**config.mk**
```make
export PLATFORM = sky130hd
export DESIGN_NAME = io_port_ctrl_flat
export DESIGN_NICKNAME = d
export VERILOG_FILES = /design/src/rtl/io_port_ctrl_pkg.sv /design/src/rtl/io_port_ctrl_if.sv /design/src/rtl/io_port_ctrl_btn_debounce.sv /design/src/rtl/io_port_ctrl.sv /design/src/flat_wrapper.sv
export SDC_FILE = /design/constraint.sdc
export NUM_CORES = 1
export LEC_CHECK = 0
export CELL_PAD_IN_SITES_DETAIL_PLACEMENT = 2
export CELL_PAD_IN_SITES_GLOBAL_PLACEMENT = 2
export CORE_MARGIN = 4
export CORE_UTILIZATION = 36
export DETAILED_ROUTE_END_ITERATION = 10
export PLACE_DENSITY = 0.88
export SYNTH_ARGS = -nofsm -noshare
export SYNTH_HDL_FRONTEND = slang
export SYNTH_SLANG_ARGS = --single-unit
```
**constraint.sdc**
```tcl
create_clock -name clk -period 6.2 [get_ports clk]
set_input_delay 1.24 -clock clk [delete_from_list [all_inputs] [get_ports clk]]
set_output_delay 1.24 -clock clk [all_outputs]
set_load 0.005 [all_outputs]
```
**src/rtl/io_port_ctrl_pkg.sv**
```systemverilog
// Shared register map, bit positions and status layout for the board I/O controller.
package io_pkg;

  localparam int unsigned IO_STATUS   = 0;
  localparam int unsigned IO_LEDSH    = 1;
  localparam int unsigned IO_SWDATA   = 2;
  localparam int unsigned IO_SWLIVE   = 3;
  localparam int unsigned IO_PRESSCNT = 4;
  localparam int unsigned IO_CTRL     = 5;

  localparam int unsigned ST_LED_DONE = 0;
  localparam int unsigned ST_SW_VALID = 1;
  localparam int unsigned ST_SW_OVR   = 2;
  localparam int unsigned ST_LED_PEND = 3;

  localparam int unsigned CTRL_LED_AUTO  = 0;
  localparam int unsigned CTRL_DB_BYPASS = 1;

  // Field order matches the STATUS bit positions above (led_done in bit 0).
  typedef struct packed {
    logic led_pend;
    logic sw_ovr;
    logic sw_valid;
    logic led_done;
  } status_t;

  typedef struct packed {
    logic db_bypass;
    logic led_auto;
  } ctrl_t;

endpackage

```
**src/rtl/io_port_ctrl_if.sv**
```systemverilog
// CPU data-memory bus as seen by the I/O controller: level read strobe, edge-acted write strobe.
interface io_port_ctrl_if #(
  parameter int unsigned ADDR_W = 3,
  parameter int unsigned DATA_W = 32
);

  logic              pread;
  logic              pwrite;
  logic [ADDR_W-1:0] addr;
  logic [DATA_W-1:0] pwritedata;
  logic [DATA_W-1:0] preaddata;

  modport master (
    output pread,
    output pwrite,
    output addr,
    output pwritedata,
    input  preaddata
  );

  modport slave (
    input  pread,
    input  pwrite,
    input  addr,
    input  pwritedata,
    output preaddata
  );

endinterface

```
**src/rtl/io_port_ctrl_btn_debounce.sv**
```systemverilog
// One push-button path: 2-FF synchroniser, stability-counter debounce and a one-cycle press pulse.
module btn_debounce #(
  parameter int unsigned DB_CYCLES = 100000
) (
  input  logic clk,
  input  logic reset,
  input  logic bypass,
  input  logic raw,
  output logic level,
  output logic press
);

  localparam int unsigned CW = (DB_CYCLES > 1) ? $clog2(DB_CYCLES) : 1;

  logic          meta_q;
  logic          sync_q;
  logic          deb_q;
  logic          deb_d;
  logic          deb_prev_q;
  logic [CW-1:0] cnt_q;
  logic [CW-1:0] cnt_d;
  logic [CW-1:0] limit;

  // >= rather than == so that enabling bypass with a partial count still flips at once.
  assign limit = bypass ? '0 : CW'(DB_CYCLES - 1);

  always_comb begin
    cnt_d = '0;
    deb_d = deb_q;
    if (sync_q != deb_q) begin
      if (cnt_q >= limit) begin
        deb_d = ~deb_q;
      end else begin
        cnt_d = cnt_q + 1'b1;
      end
    end
  end

  always_ff @(posedge clk) begin
    if (reset) begin
      meta_q     <= 1'b0;
      sync_q     <= 1'b0;
      deb_q      <= 1'b0;
      deb_prev_q <= 1'b0;
      cnt_q      <= '0;
    end else begin
      meta_q     <= raw;
      sync_q     <= meta_q;
      deb_q      <= deb_d;
      deb_prev_q <= deb_q;
      cnt_q      <= cnt_d;
    end
  end

  assign level = deb_q;
  assign press = deb_q & ~deb_prev_q;

endmodule

```
**src/rtl/io_port_ctrl.sv**
```systemverilog
// Memory-mapped board I/O controller: switches, LEDs and two debounced push-buttons
// behind a register file with W1C sticky status, press counters and LED auto-update.
module io_port_ctrl
  import io_pkg::*;
#(
  parameter int unsigned SW_W      = 16,
  parameter int unsigned LED_W     = 12,
  parameter int unsigned DATA_W    = 32,
  parameter int unsigned ADDR_W    = 3,
  parameter int unsigned DB_CYCLES = 100000,
  parameter int unsigned CNT_W     = 16
) (
  input  logic             clk,
  input  logic             reset,
  io_port_ctrl_if.slave    bus,
  input  logic             buttonl,
  input  logic             buttonr,
  input  logic [SW_W-1:0]  switch,
  output logic [LED_W-1:0] led
);

  logic [SW_W-1:0]   sw_meta_q;
  logic [SW_W-1:0]   sw_sync_q;
  logic [SW_W-1:0]   snap_q;
  logic [SW_W-1:0]   snap_d;
  logic [LED_W-1:0]  led_q;
  logic [LED_W-1:0]  led_d;
  logic [LED_W-1:0]  shadow_q;
  logic [LED_W-1:0]  shadow_d;
  status_t           status_q;
  status_t           status_d;
  ctrl_t             ctrl_q;
  ctrl_t             ctrl_d;
  logic [CNT_W-1:0]  cnt_l_q;
  logic [CNT_W-1:0]  cnt_l_d;
  logic [CNT_W-1:0]  cnt_r_q;
  logic [CNT_W-1:0]  cnt_r_d;
  logic [DATA_W-1:0] rdata;

  logic level_l;
  logic level_r;
  logic press_l;
  logic press_r;

  logic wr_status;
  logic wr_ledsh;
  logic wr_cnt;
  logic wr_ctrl;
  logic rd_swdata;
  logic clr_valid;

  logic unused_bits;
  assign unused_bits = ^{bus.pwritedata, level_l, level_r};

  btn_debounce #(
    .DB_CYCLES (DB_CYCLES)
  ) u_btn_l (
    .clk    (clk),
    .reset  (reset),
    .bypass (ctrl_q.db_bypass),
    .raw    (buttonl),
    .level  (level_l),
    .press  (press_l)
  );

  btn_debounce #(
    .DB_CYCLES (DB_CYCLES)
  ) u_btn_r (
    .clk    (clk),
    .reset  (reset),
    .bypass (ctrl_q.db_bypass),
    .raw    (buttonr),
    .level  (level_r),
    .press  (press_r)
  );

  assign wr_status = bus.pwrite && (bus.addr == ADDR_W'(IO_STATUS));
  assign wr_ledsh  = bus.pwrite && (bus.addr == ADDR_W'(IO_LEDSH));
  assign wr_cnt    = bus.pwrite && (bus.addr == ADDR_W'(IO_PRESSCNT));
  assign wr_ctrl   = bus.pwrite && (bus.addr == ADDR_W'(IO_CTRL));
  assign rd_swdata = bus.pread  && (bus.addr == ADDR_W'(IO_SWDATA));

  assign clr_valid = (wr_status && bus.pwritedata[ST_SW_VALID]) || rd_swdata;

  always_comb begin
    status_d = status_q;
    led_d    = led_q;
    shadow_d = shadow_q;
    snap_d   = snap_q;
    ctrl_d   = ctrl_q;
    cnt_l_d  = cnt_l_q;
    cnt_r_d  = cnt_r_q;

    // Switch capture: a press always re-validates; overrun only if the previous
    // snapshot was still unread and is not being consumed this same cycle.
    if (press_r) begin
      snap_d            = sw_sync_q;
      status_d.sw_valid = 1'b1;
      if (status_q.sw_valid && !clr_valid) begin
        status_d.sw_ovr = 1'b1;
      end
    end else if (clr_valid) begin
      status_d.sw_valid = 1'b0;
    end
    if (!(press_r && status_q.sw_valid && !clr_valid) &&
        wr_status && bus.pwritedata[ST_SW_OVR]) begin
      status_d.sw_ovr = 1'b0;
    end

    // LED path: the press copies the pre-edge shadow, an auto-mode write overrides it.
    if (press_l) begin
      led_d = shadow_q;
    end
    if (wr_ledsh) begin
      shadow_d = bus.pwritedata[LED_W-1:0];
      if (ctrl_q.led_auto) begin
        led_d = bus.pwritedata[LED_W-1:0];
      end
    end

    if (wr_ledsh) begin
      status_d.led_done = 1'b0;
    end else if (press_l) begin
      status_d.led_done = 1'b1;
    end else if (wr_status && bus.pwritedata[ST_LED_DONE]) begin
      status_d.led_done = 1'b0;
    end

    if (wr_ledsh) begin
      status_d.led_pend = !ctrl_q.led_auto;
    end else if (press_l) begin
      status_d.led_pend = 1'b0;
    end else if (wr_status && bus.pwritedata[ST_LED_PEND]) begin
      status_d.led_pend = 1'b0;
    end

    if (wr_cnt) begin
      cnt_l_d = '0;
      cnt_r_d = '0;
    end else begin
      cnt_l_d = cnt_l_q + CNT_W'(press_l);
      cnt_r_d = cnt_r_q + CNT_W'(press_r);
    end

    if (wr_ctrl) begin
      ctrl_d.led_auto  = bus.pwritedata[CTRL_LED_AUTO];
      ctrl_d.db_bypass = bus.pwritedata[CTRL_DB_BYPASS];
    end
  end

  always_ff @(posedge clk) begin
    if (reset) begin
      sw_meta_q <= '0;
      sw_sync_q <= '0;
      snap_q    <= '0;
      led_q     <= '0;
      shadow_q  <= '0;
      status_q  <= '0;
      ctrl_q    <= '0;
      cnt_l_q   <= '0;
      cnt_r_q   <= '0;
    end else begin
      sw_meta_q <= switch;
      sw_sync_q <= sw_meta_q;
      snap_q    <= snap_d;
      led_q     <= led_d;
      shadow_q  <= shadow_d;
      status_q  <= status_d;
      ctrl_q    <= ctrl_d;
      cnt_l_q   <= cnt_l_d;
      cnt_r_q   <= cnt_r_d;
    end
  end

  always_comb begin
    rdata = '0;
    if (bus.pread) begin
      case (bus.addr)
        ADDR_W'(IO_STATUS):   rdata[3:0]         = status_q;
        ADDR_W'(IO_LEDSH):    rdata[LED_W-1:0]   = shadow_q;
        ADDR_W'(IO_SWDATA):   rdata[SW_W-1:0]    = snap_q;
        ADDR_W'(IO_SWLIVE):   rdata[SW_W-1:0]    = sw_sync_q;
        ADDR_W'(IO_PRESSCNT): rdata[2*CNT_W-1:0] = {cnt_r_q, cnt_l_q};
        ADDR_W'(IO_CTRL):     rdata[1:0]         = ctrl_q;
        default:              rdata              = '0;
      endcase
    end
  end

  assign bus.preaddata = rdata;
  assign led           = led_q;

endmodule
```
**src/flat_wrapper.sv**
```systemverilog
// flat-port wrapper written by rule: the top's interface ports become plain ports
module io_port_ctrl_flat import io_pkg::*;
#(
  parameter int unsigned SW_W      = 16,
  parameter int unsigned LED_W     = 12,
  parameter int unsigned DATA_W    = 32,
  parameter int unsigned ADDR_W    = 3,
  parameter int unsigned DB_CYCLES = 100000,
  parameter int unsigned CNT_W     = 16
)
  (clk, reset, buttonl, buttonr, switch, led, bus_pread, bus_pwrite, bus_addr, bus_pwritedata, bus_preaddata);
  io_port_ctrl_if #(.ADDR_W(ADDR_W), .DATA_W(DATA_W)) bus_i ();
  input  logic clk;
  input  logic reset;
  input  logic buttonl;
  input  logic buttonr;
  input  logic [SW_W-1:0] switch;
  output logic [LED_W-1:0] led;
  input wire logic [$bits(bus_i.pread)-1:0] bus_pread;
  input wire logic [$bits(bus_i.pwrite)-1:0] bus_pwrite;
  input wire logic [$bits(bus_i.addr)-1:0] bus_addr;
  input wire logic [$bits(bus_i.pwritedata)-1:0] bus_pwritedata;
  output wire logic [$bits(bus_i.preaddata)-1:0] bus_preaddata;
  assign bus_i.pread = bus_pread;
  assign bus_i.pwrite = bus_pwrite;
  assign bus_i.addr = bus_addr;
  assign bus_i.pwritedata = bus_pwritedata;
  assign bus_preaddata = bus_i.preaddata;
  io_port_ctrl #(.SW_W(SW_W), .LED_W(LED_W), .DATA_W(DATA_W), .ADDR_W(ADDR_W), .DB_CYCLES(DB_CYCLES), .CNT_W(CNT_W)) u_core (.clk(clk), .reset(reset), .bus(bus_i), .buttonl(buttonl), .buttonr(buttonr), .switch(switch), .led(led));
endmodule
```
Yosys cells after proc, flatten, opt, wreduce, memory -nomap -nowiden:

Cells that the tools add are included.

* bitwise gates (word level): 8
* multiplexer cells: 17
* add/subtract/negate cells: 4
* multiply operators: 0
* equal/unequal tests: 7
* divide/modulo/power cells: 0
* order comparisons: 2
* shift operators: 0
* reductions and logical operators: 29

Operators by type and width (number)
* 12-bit 2-to-1 mux: 3
* 17-bit by 1-bit adder with 17-bit output (second input constant): 2
* 17-bit greater-or-equal comparator: 2
* 16-bit by 1-bit adder with 16-bit output: 2
* 32-bit 2-to-1 mux: 1
* 8-bit case mux with 4 select lines: 1
* 17-bit 2-to-1 mux: 1
* 16-bit 2-to-1 mux: 1
* 1-bit logical AND: 13
* 2-bit case mux with 6 select lines: 1
* 4-bit case mux with 3 select lines: 1
* 2-bit case mux with 5 select lines: 1
* 1-bit 2-to-1 mux: 7
* 3-bit by 2-bit equality test with 1-bit output (second input constant): 2
* 3-bit equality test (second input constant): 2
* 1-bit inverter: 6
* 2-bit AND reduction: 3
* 2-bit OR reduction: 3
* 3-bit OR reduction: 2
* 2-bit nonzero test: 2
* 3-bit by 1-bit equality test with 1-bit output (second input constant): 1
* 1-bit logical NOT: 3
* 3-bit logical NOT: 1
* 3-bit nonzero test: 1
* other kinds (3): 5

* memory bits (read-only): 0
* memories: 0
* bits in latches: 0
* flip-flop bits (word level): 152
* output and inout bits: 44
* input bits: 57
* bits in writable memories: 0

Depth between registers and ports, before layout:

Gate-level depths: netlist of the first run.

* depth after elaboration: 10
* gate-level depth with buffers: 11

Modules after synthesis:

From an unflattened synthesis of the first run, not the netlist that was laid out.

* cell total of the unflattened synthesis: 810
* area total of the unflattened synthesis: 7559.8 sq um

By module, submodules not included
* io_port_ctrl: cells each 562, times used 1, area an instance 5122.4 sq um, seq. area each 2202.1 sq um
* btn_debounce: cells each 124, times used 2, area an instance 1218.7 sq um, seq. area each 420.4 sq um

Worst setup path before layout of the first run:

OpenSTA, ideal clock, no wires.

* kind: input to output
* from: input port bus_addr[1]
* to: output port bus_preaddata[1]
* data required time: 4960 ps
* arrival: 2451 ps
* stages: 6
* path slack: 2509 ps
* cell sequence: clkbuf_2 buf_1 mux2_2 a21oi_1 o22ai_1 and2_1

* cells in the longest elaborated chain, start to end: 3
* elaborated cells between the ends (all ways): 8
* those cells by class: eq/ne: 5; mux: 2; reduce/logical: 1

Ends and longest elaborated chain
* start, declared: line flat_wrapper.sv:21 `input wire logic [$bits(bus_i.addr)-1:0] bus_addr;`
* 3-bit equality test, or another cell as far along: line io_port_ctrl.sv:178 `case (bus.addr)`
* 2-bit case mux with 6 select lines (*): line io_port_ctrl.sv:178
* 32-bit 2-to-1 mux (*): line io_port_ctrl.sv:177 `if (bus.pread) begin`
* end, declared: line flat_wrapper.sv:23 `output wire logic [$bits(bus_i.preaddata)-1:0] bus_preaddata;`

Mark *: on every way between the ends. The rest lies on a longest branch, timed or not.

Final worst setup path of the first run:

* from: input port bus_addr[2]
* to: output port bus_preaddata[7]

* cells in the longest elaborated chain, start to end: 3
* elaborated cells between the ends (all ways): 6
* those cells by class: eq/ne: 4; mux: 2

Ends and longest elaborated chain (line)
* 3-bit equality test, or another cell as far along: io_port_ctrl.sv:178
* 8-bit case mux with 4 select lines (*): io_port_ctrl.sv:178
* 32-bit 2-to-1 mux (*): io_port_ctrl.sv:177

Marked as above.

==> impl_metrics.csv, run 1 <==
group,metric,value,unit
timing,slew_violations,0,
timing,period_share,81.71,%
die,io_pins,101,
die,die_width,145.8,um
clock_network,insertion_delay,0.43,ns
placed_design,numPortBuffers,80,
route,drtPass1Iterations,4,
placed_design,hpwl,14160,um
setup_path,startpoint_type,"input pin",
yosys,synth_seq_cells,152,
setup_path,rr_startpoint,"u_core.u_btn_r.deb_prev_q",
die,coreArea,18710,um2
pwr,p_int,0.001833,W
yosys,synthDistinctLibCells,53,
layout,postLayoutCellArea,8498,um2
hold_path,min_to,"u_core.sw_sync_q[14]",
layout,utilization,45.43,%
setup_path,critPathKind,"input pin to output pin",
setup_path,reg2reg_setup_slack,3.30,ns
run_status,status,"complete, no violations",
setup_path,reg2reg_to,"u_core.cnt_r_q[12]",
yosys,synth_flop_cell,"dfxtp_1",
timing,finClkSkew,0.009286,ns
global_routing,grt_use_total,20.64,%
layout,layout-drive-gt1-share,6.832,%
global_routing,antenna_found_initial,0,
setup_path,path_cells,"clkdlybuf4s50_1 -> and2_1 -> o21ai_0 -> nor2_1 -> clkdlybuf4s50_1",
yosys,synth-edff-count,0,
die,die_h,145.8,um
clock_network,cts-htree-levels,4,
clock_network,clock_path_buffers,2,
die,start_util,36.53,%
global_routing,grt_first_pass_wirelength,35060,um
pwr,p_seq_share,42.8,%
yosys,yosys_warnings,0,
hold_path,min_from,"u_core.sw_meta_q[14]",
clock_network,postCtsHoldBufs,0,
route,wl,21750,um
placed_design,placed_area,7800,um2
placed_design,gp_congestion,0.7903,
clock_network,cts_resized,0,
timing,max_slew_margin,26.44,%
global_routing,overflow,0,
yosys,syn_avg_cell_area,8.874,um2
layout,n_antenna_cell,0,
setup_path,end_kind,"output pin",
clock_network,post_cts_buffers,0,
yosys,synthArstFlopShare,0,%
yosys,syn_area,6833,um2
setup_path,r2r_cells,7,
pwr,p_leak,3.175,nW
layout,layout.nets,919,
route,route.detailed.wl_per_inst,20.08,um
pwr,p_comb_share,4.1,%
route,drt_drc_violations_left,0,
global_routing,grt_pass1_vias,6270,
placed_design,dp_slack,1.190,ns
pwr,swShare,21.43,%
timing,max_freq,197.4,MHz
pwr,p_sw,0.0005000,W
route,routed-via-count,5698,
timing,worst_pin_slew,1.102,ns
route,drtIter0Drc,171,
flow_run,cap_violations,0,
setup_path,cp.required,4.96,ns
die,dieArea,21250,um2
timing,period_minus_slack,5.066,ns
yosys,synth_nets,853,
pwr,p_clk_share,53.1,%
setup_path,max_stage_delay,1.04,ns
die,num_rows,50,
timing,setup_viol,0,
clock_network,clk_pin_slew,0.06,ns
clock_network,cts_buffers,17,
hold_path,hold_path_depth,1,
setup_path,cpMostUsedCell,"clkdlybuf4s50_1",
timing,hold_viol,0,
hold_path,min_path_type,"flop to flop",
setup_path,cpMaxStageDelayCell,"clkdlybuf4s50_1",
setup_path,critical_path.max_fanout,27,
clock_network,cts-root-buf,"clkbuf_16",
yosys,synthCells,770,
global_routing,grt_max_degree,53,
setup_path,crit_buf_inv,2,
timing,fin_ws,1.134,ns
route,avgViaCountPerCell,5.261,
clock_network,cts_tree,"done",
pwr,ir_drop,0.0001926,V
pwr,p_per_area,274.6,nW/um2
yosys,ys_seq_area_share,44.53,%
setup_path,cp.arrival,3.83,ns
layout,area_growth,24.37,%
timing,finalSetupTns,0,ns
route,ant_nets,0,
clock_network,clock-sinks,152,
timing,rsz0062_at_grt,"false",
setup_path,critPathTopFamily,"buffers and inverters",
==> cell families (layout without fill, tap and decap cells) <==
kind of cell | after synthesis | after routing | synth area share, %
flip-flops | 152 | 152 | 44.53
buffers and inverters | 48 | 127 | 2.930
AND/OR/NAND/NOR | 351 | 351 | 25.56
XOR/XNOR | 56 | 56 | 7.178
adder cells (fa/ha/maj) | 26 | 26 | 4.761
AO/OA/AOI/OAI | 103 | 103 | 9.485
multiplexers | 34 | 34 | 5.548
==> cell type report <==
type / instances / area (um2)
flip-flops and latches: 152 / 3043
multi-input cells: 570 / 3590
clock buffers: 22 / 484.2
clock inverters: 10 / 214.0
repair buffers: 86 / 840.8
inverters: 9 / 33.78
fillers: 2026 / 10210
well taps: 234 / 292.8
==> flip-flops by register name (all words and copies together), names as in the netlist, 16 cells and up <==
name                  count
u_core.snap_q            16
u_core.u_btn_l.cnt_q     17
u_core.sw_sync_q         16
u_core.cnt_r_q           16
u_core.cnt_l_q           16
u_core.sw_meta_q         16
u_core.u_btn_r.cnt_q     17
==> synth_stat cells (21+ instances only) <==
library cell / n / area (um2)
a21oi_1: 42 / 210.2
and2_1: 31 / 193.9
clkbuf_1: 25 / 93.84
dfxtp_1: 152 / 3043
ha_1: 26 / 325.3
mux2i_1: 24 / 240.2
nand2_1: 88 / 330.3
nand3_1: 29 / 145.1
nor2_1: 96 / 360.4
nor2b_1: 51 / 319.1
xnor2_1: 21 / 183.9
xor2_1: 35 / 306.5
==> through the flow <==
step / power, W / hold WS (ns) / cells
2_1_floorplan: 0.001067 / 0.4138 / 770
3_5_place_dp: 0.001114 / 0.4251 / 1051
5_1_grt: 0.002407 / 0.4629 / 1083
3_3_place_gp: 0.001110 / 0.4203 / 1051
6_report: 0.002333 / 0.4358 / 1083
4_1_cts: 0.002355 / 0.4400 / 1083
==> layer usage <==
metal	track usage (%)	vias up	routed length [um]
li1	-	2747	-
met1	24.99	2849	9556
met2	37.66	78	11440
met3	3.363	24	486
met4	5.888	0	269
met5	0	-	0
==> how the worst max path moves through the flow <==
stage          cells past startpoint  slack [ns]               end        start
6_report                           5        1.13  bus_preaddata[7]  bus_addr[2]
3_5_place_dp                       5        1.19  bus_preaddata[5]  bus_addr[2]
3_3_place_gp                       5        1.21  bus_preaddata[5]  bus_addr[2]
2_1_floorplan                      6        2.51  bus_preaddata[1]  bus_addr[1]
5_1_grt                            5        0.96  bus_preaddata[5]  bus_addr[2]
4_1_cts                            5        1.13  bus_preaddata[5]  bus_addr[2]
==> power groups by stage <==
stage	Clock, W	Sequential (W)	Combinational [W]
3_5_place_dp	0	0.00102	0.0000932
5_1_grt	0.00130	0.00100	0.000103
3_3_place_gp	0	0.00102	0.0000906
2_1_floorplan	0	0.00102	0.0000504
4_1_cts	0.00126	0.00100	0.0000958
6_report	0.00124	0.00100	0.0000951
==> cells in the final DEF, fill, tap and decap left out, types with 3 or more instances in the layout <==
cell	Yosys	final
clkbuf_8	0	4
nand2b_1	7	7
a22oi_1	10	10
a21oi_1	42	42
a211oi_1	15	15
nor2b_1	51	51
o22a_1	5	5
clkbuf_16	0	17
nor3_1	3	3
buf_4	0	6
and4_1	5	5
clkinv_4	0	3
mux2_2	7	7
nand3_1	29	29
xor2_1	35	35
clkdlybuf4s50_1	0	79
nor2_1	96	96
mux2i_1	24	24
and3_1	8	8
nand2_1	88	88
o21ai_0	13	13
bufinv_16	0	6
ha_1	26	26
and2_1	31	31
inv_1	8	8
or3_1	5	5
xnor2_1	21	21
nor4_1	3	3
nand4_1	14	14
dfxtp_1	152	152
Power figures use the tool's default switching activity.
==> run 2, diff against run 1 <==
--- a/config.mk
+++ b/config.mk
@@ -8,9 +8,9 @@
 export CELL_PAD_IN_SITES_DETAIL_PLACEMENT = 2
 export CELL_PAD_IN_SITES_GLOBAL_PLACEMENT = 2
 export CORE_MARGIN = 4
-export CORE_UTILIZATION = 36
+export CORE_UTILIZATION = 33
 export DETAILED_ROUTE_END_ITERATION = 10
-export PLACE_DENSITY = 0.88
+export PLACE_DENSITY = 0.82
 export SYNTH_ARGS = -nofsm -noshare
 export SYNTH_HDL_FRONTEND = slang
 export SYNTH_SLANG_ARGS = --single-unit
==> constraint.sdc (replaced) <==
create_clock -name clk -period 4.7 [get_ports clk]
set_input_delay 0.94 -clock clk [delete_from_list [all_inputs] [get_ports clk]]
set_output_delay 0.94 -clock clk [all_outputs]
set_load 0.005 [all_outputs]
==> impl_metrics.csv, run 2 (synthesized netlist as in run 1, its figures left out) <==
group,metric,value,unit
flow_run,cap_violations,0,
die,die_width,151.9,um
global_routing,grt_first_pass_wirelength,32990,um
die,coreArea,20300,um2
die,num_rows,52,
setup_path,reg2reg_setup_slack,1.71,ns
clock_network,insertion_delay,0.43,ns
setup_path,rr_startpoint,"u_core.u_btn_r.deb_prev_q",
route,wl,19790,um
setup_path,critical_path.max_fanout,16,
setup_path,end_kind,"output pin",
hold_path,min_to,"u_core.sw_sync_q[0]",
route,drtIter0Drc,155,
placed_design,dp.cells,1091,
clock_network,cts-root-buf,"clkbuf_16",
timing,period_minus_slack,4.380,ns
hold_path,min_path_type,"flop to flop",
pwr,p_leak,3.145,nW
route,avgViaCountPerCell,5.020,
layout,nFillCells,2271,
setup_path,cp.arrival,3.44,ns
global_routing,antenna_found_initial,0,
timing,hold_slack,0.4388,ns
pwr,ir_drop,0.0002348,V
layout,utilization,41.72,%
run_status,status,"complete, no violations",
setup_path,startpoint_type,"input pin",
layout,postLayoutCellArea,8469,um2
layout,n_antenna_cell,0,
timing,max_freq,228.3,MHz
hold_path,min_from,"u_core.sw_meta_q[0]",
route,ant_nets,0,
route,wl_met1,9135,um
placed_design,numPortBuffers,80,
die,die_h,151.9,um
clock_network,cts_buffers,17,
layout,ff_latch_area,3043,um2
route,drtPass1Iterations,4,
timing,slew_violations,0,
route,routed-via-count,5637,
clock_network,postCtsHoldBufs,0,
layout,area_growth,23.95,%
clock_network,cts_tree,"done",
layout,layout-drive-gt1-share,7.151,%
placed_design,hpwl,13980,um
die,dieArea,23070,um2
timing,period_share,93.18,%
setup_path,critPathKind,"input pin to output pin",
timing,hold_viol,0,
setup_path,cp.required,3.76,ns
global_routing,grt_use_total,17.45,%
timing,finClkSkew,0.009953,ns
layout,layout_common_cells,"dfxtp_1 (152), nor2_1 (96), nand2_1 (88)",
layout,layout.nets,923,
route,route.detailed.wl_per_inst,17.62,um
placed_design,gp_congestion,0.7990,
route,drt_drc_violations_left,0,
layout,multi_input_area,3590,um2
route,topRoutingLayerUsed,"met4",
hold_path,hold_path_depth,1,
global_routing,overflow,0,
route,route.met3.wl,439,um
layout,reg_top3,"u_core.u_btn_l.cnt_q (17), u_core.u_btn_r.cnt_q (17)",
placed_design,placed_area,7875,um2
clock_network,cts_resized,0,
clock_network,cts-htree-levels,4,
die,start_util,33.66,%
clock_network,clk_pin_slew,0.06,ns
setup_path,reg2reg_to,"u_core.cnt_r_q[12]",
pwr,p_per_area,334.2,nW/um2
layout,final_cells,1123,
die,io_pins,101,
clock_network,clock-sinks,152,
setup_path,r2r_cells,7,
timing,setup_viol,0,
global_routing,grt_max_degree,51,
clock_network,post_cts_buffers,0,
timing,max_slew_margin,30.41,%
route,wl_met2,9984,um
layout,final_common_cell,"dfxtp_1",
clock_network,clock_path_buffers,2,
global_routing,grt_pass1_vias,6204,
timing,rsz0062_at_grt,"false",
timing,finalSetupTns,0,ns
timing,worst_pin_slew,1.044,ns
run 2: power by group:
part / internal (W) / switching (W) / total, W
Combinational: 0.0000582 / 0.0000682 / 0.000126
Sequential: 0.00131 / 0.0000111 / 0.00132
Clock: 0.000826 / 0.000561 / 0.00139
run 2: layer usage:
layer,track usage [%],vias up
li1,-,2747
met1,21.97,2805
met2,30.63,65
met3,3.527,20
met5,0,-
met4,4.366,0
run 2: how the worst max path moves through the flow:
stage / startpoint / end / slack, ns
after global placement: bus_addr[0] / bus_preaddata[6] / 0.33
after global routing: bus_addr[0] / bus_preaddata[7] / 0.15
after floorplan: bus_addr[1] / bus_preaddata[1] / 1.61
after detailed placement: bus_addr[0] / bus_preaddata[5] / 0.29
final: bus_addr[0] / bus_preaddata[7] / 0.32
after CTS: bus_addr[0] / bus_preaddata[5] / 0.30
run 2: cell type report:
cell class	instances	share of cell area, %
Timing Repair Buffer	90	10.28
Tap cell	270	3.989
Inverter	9	0.3989
Clock buffer	22	5.599
Multi-Input combinational cell	570	42.38
Sequential cell	152	35.93
Clock inverter	10	1.418
run 2: worst max-delay path, cell delays in order:
cell	delay (ns)
clkdlybuf4s50_1	0.89
nor2_2	0.07
and2_1	0.26
o21ai_0	0.62
nor2_1	0.16
clkdlybuf4s50_1	0.51
run 2: stage by stage:
stage / power (W) / setup WS, ns
after CTS: 0.002871 / 0.2961
after detailed placement: 0.001473 / 0.2910
after global placement: 0.001468 / 0.3283
final: 0.002831 / 0.3204
after global routing: 0.002942 / 0.1525
after floorplan: 0.001407 / 1.609
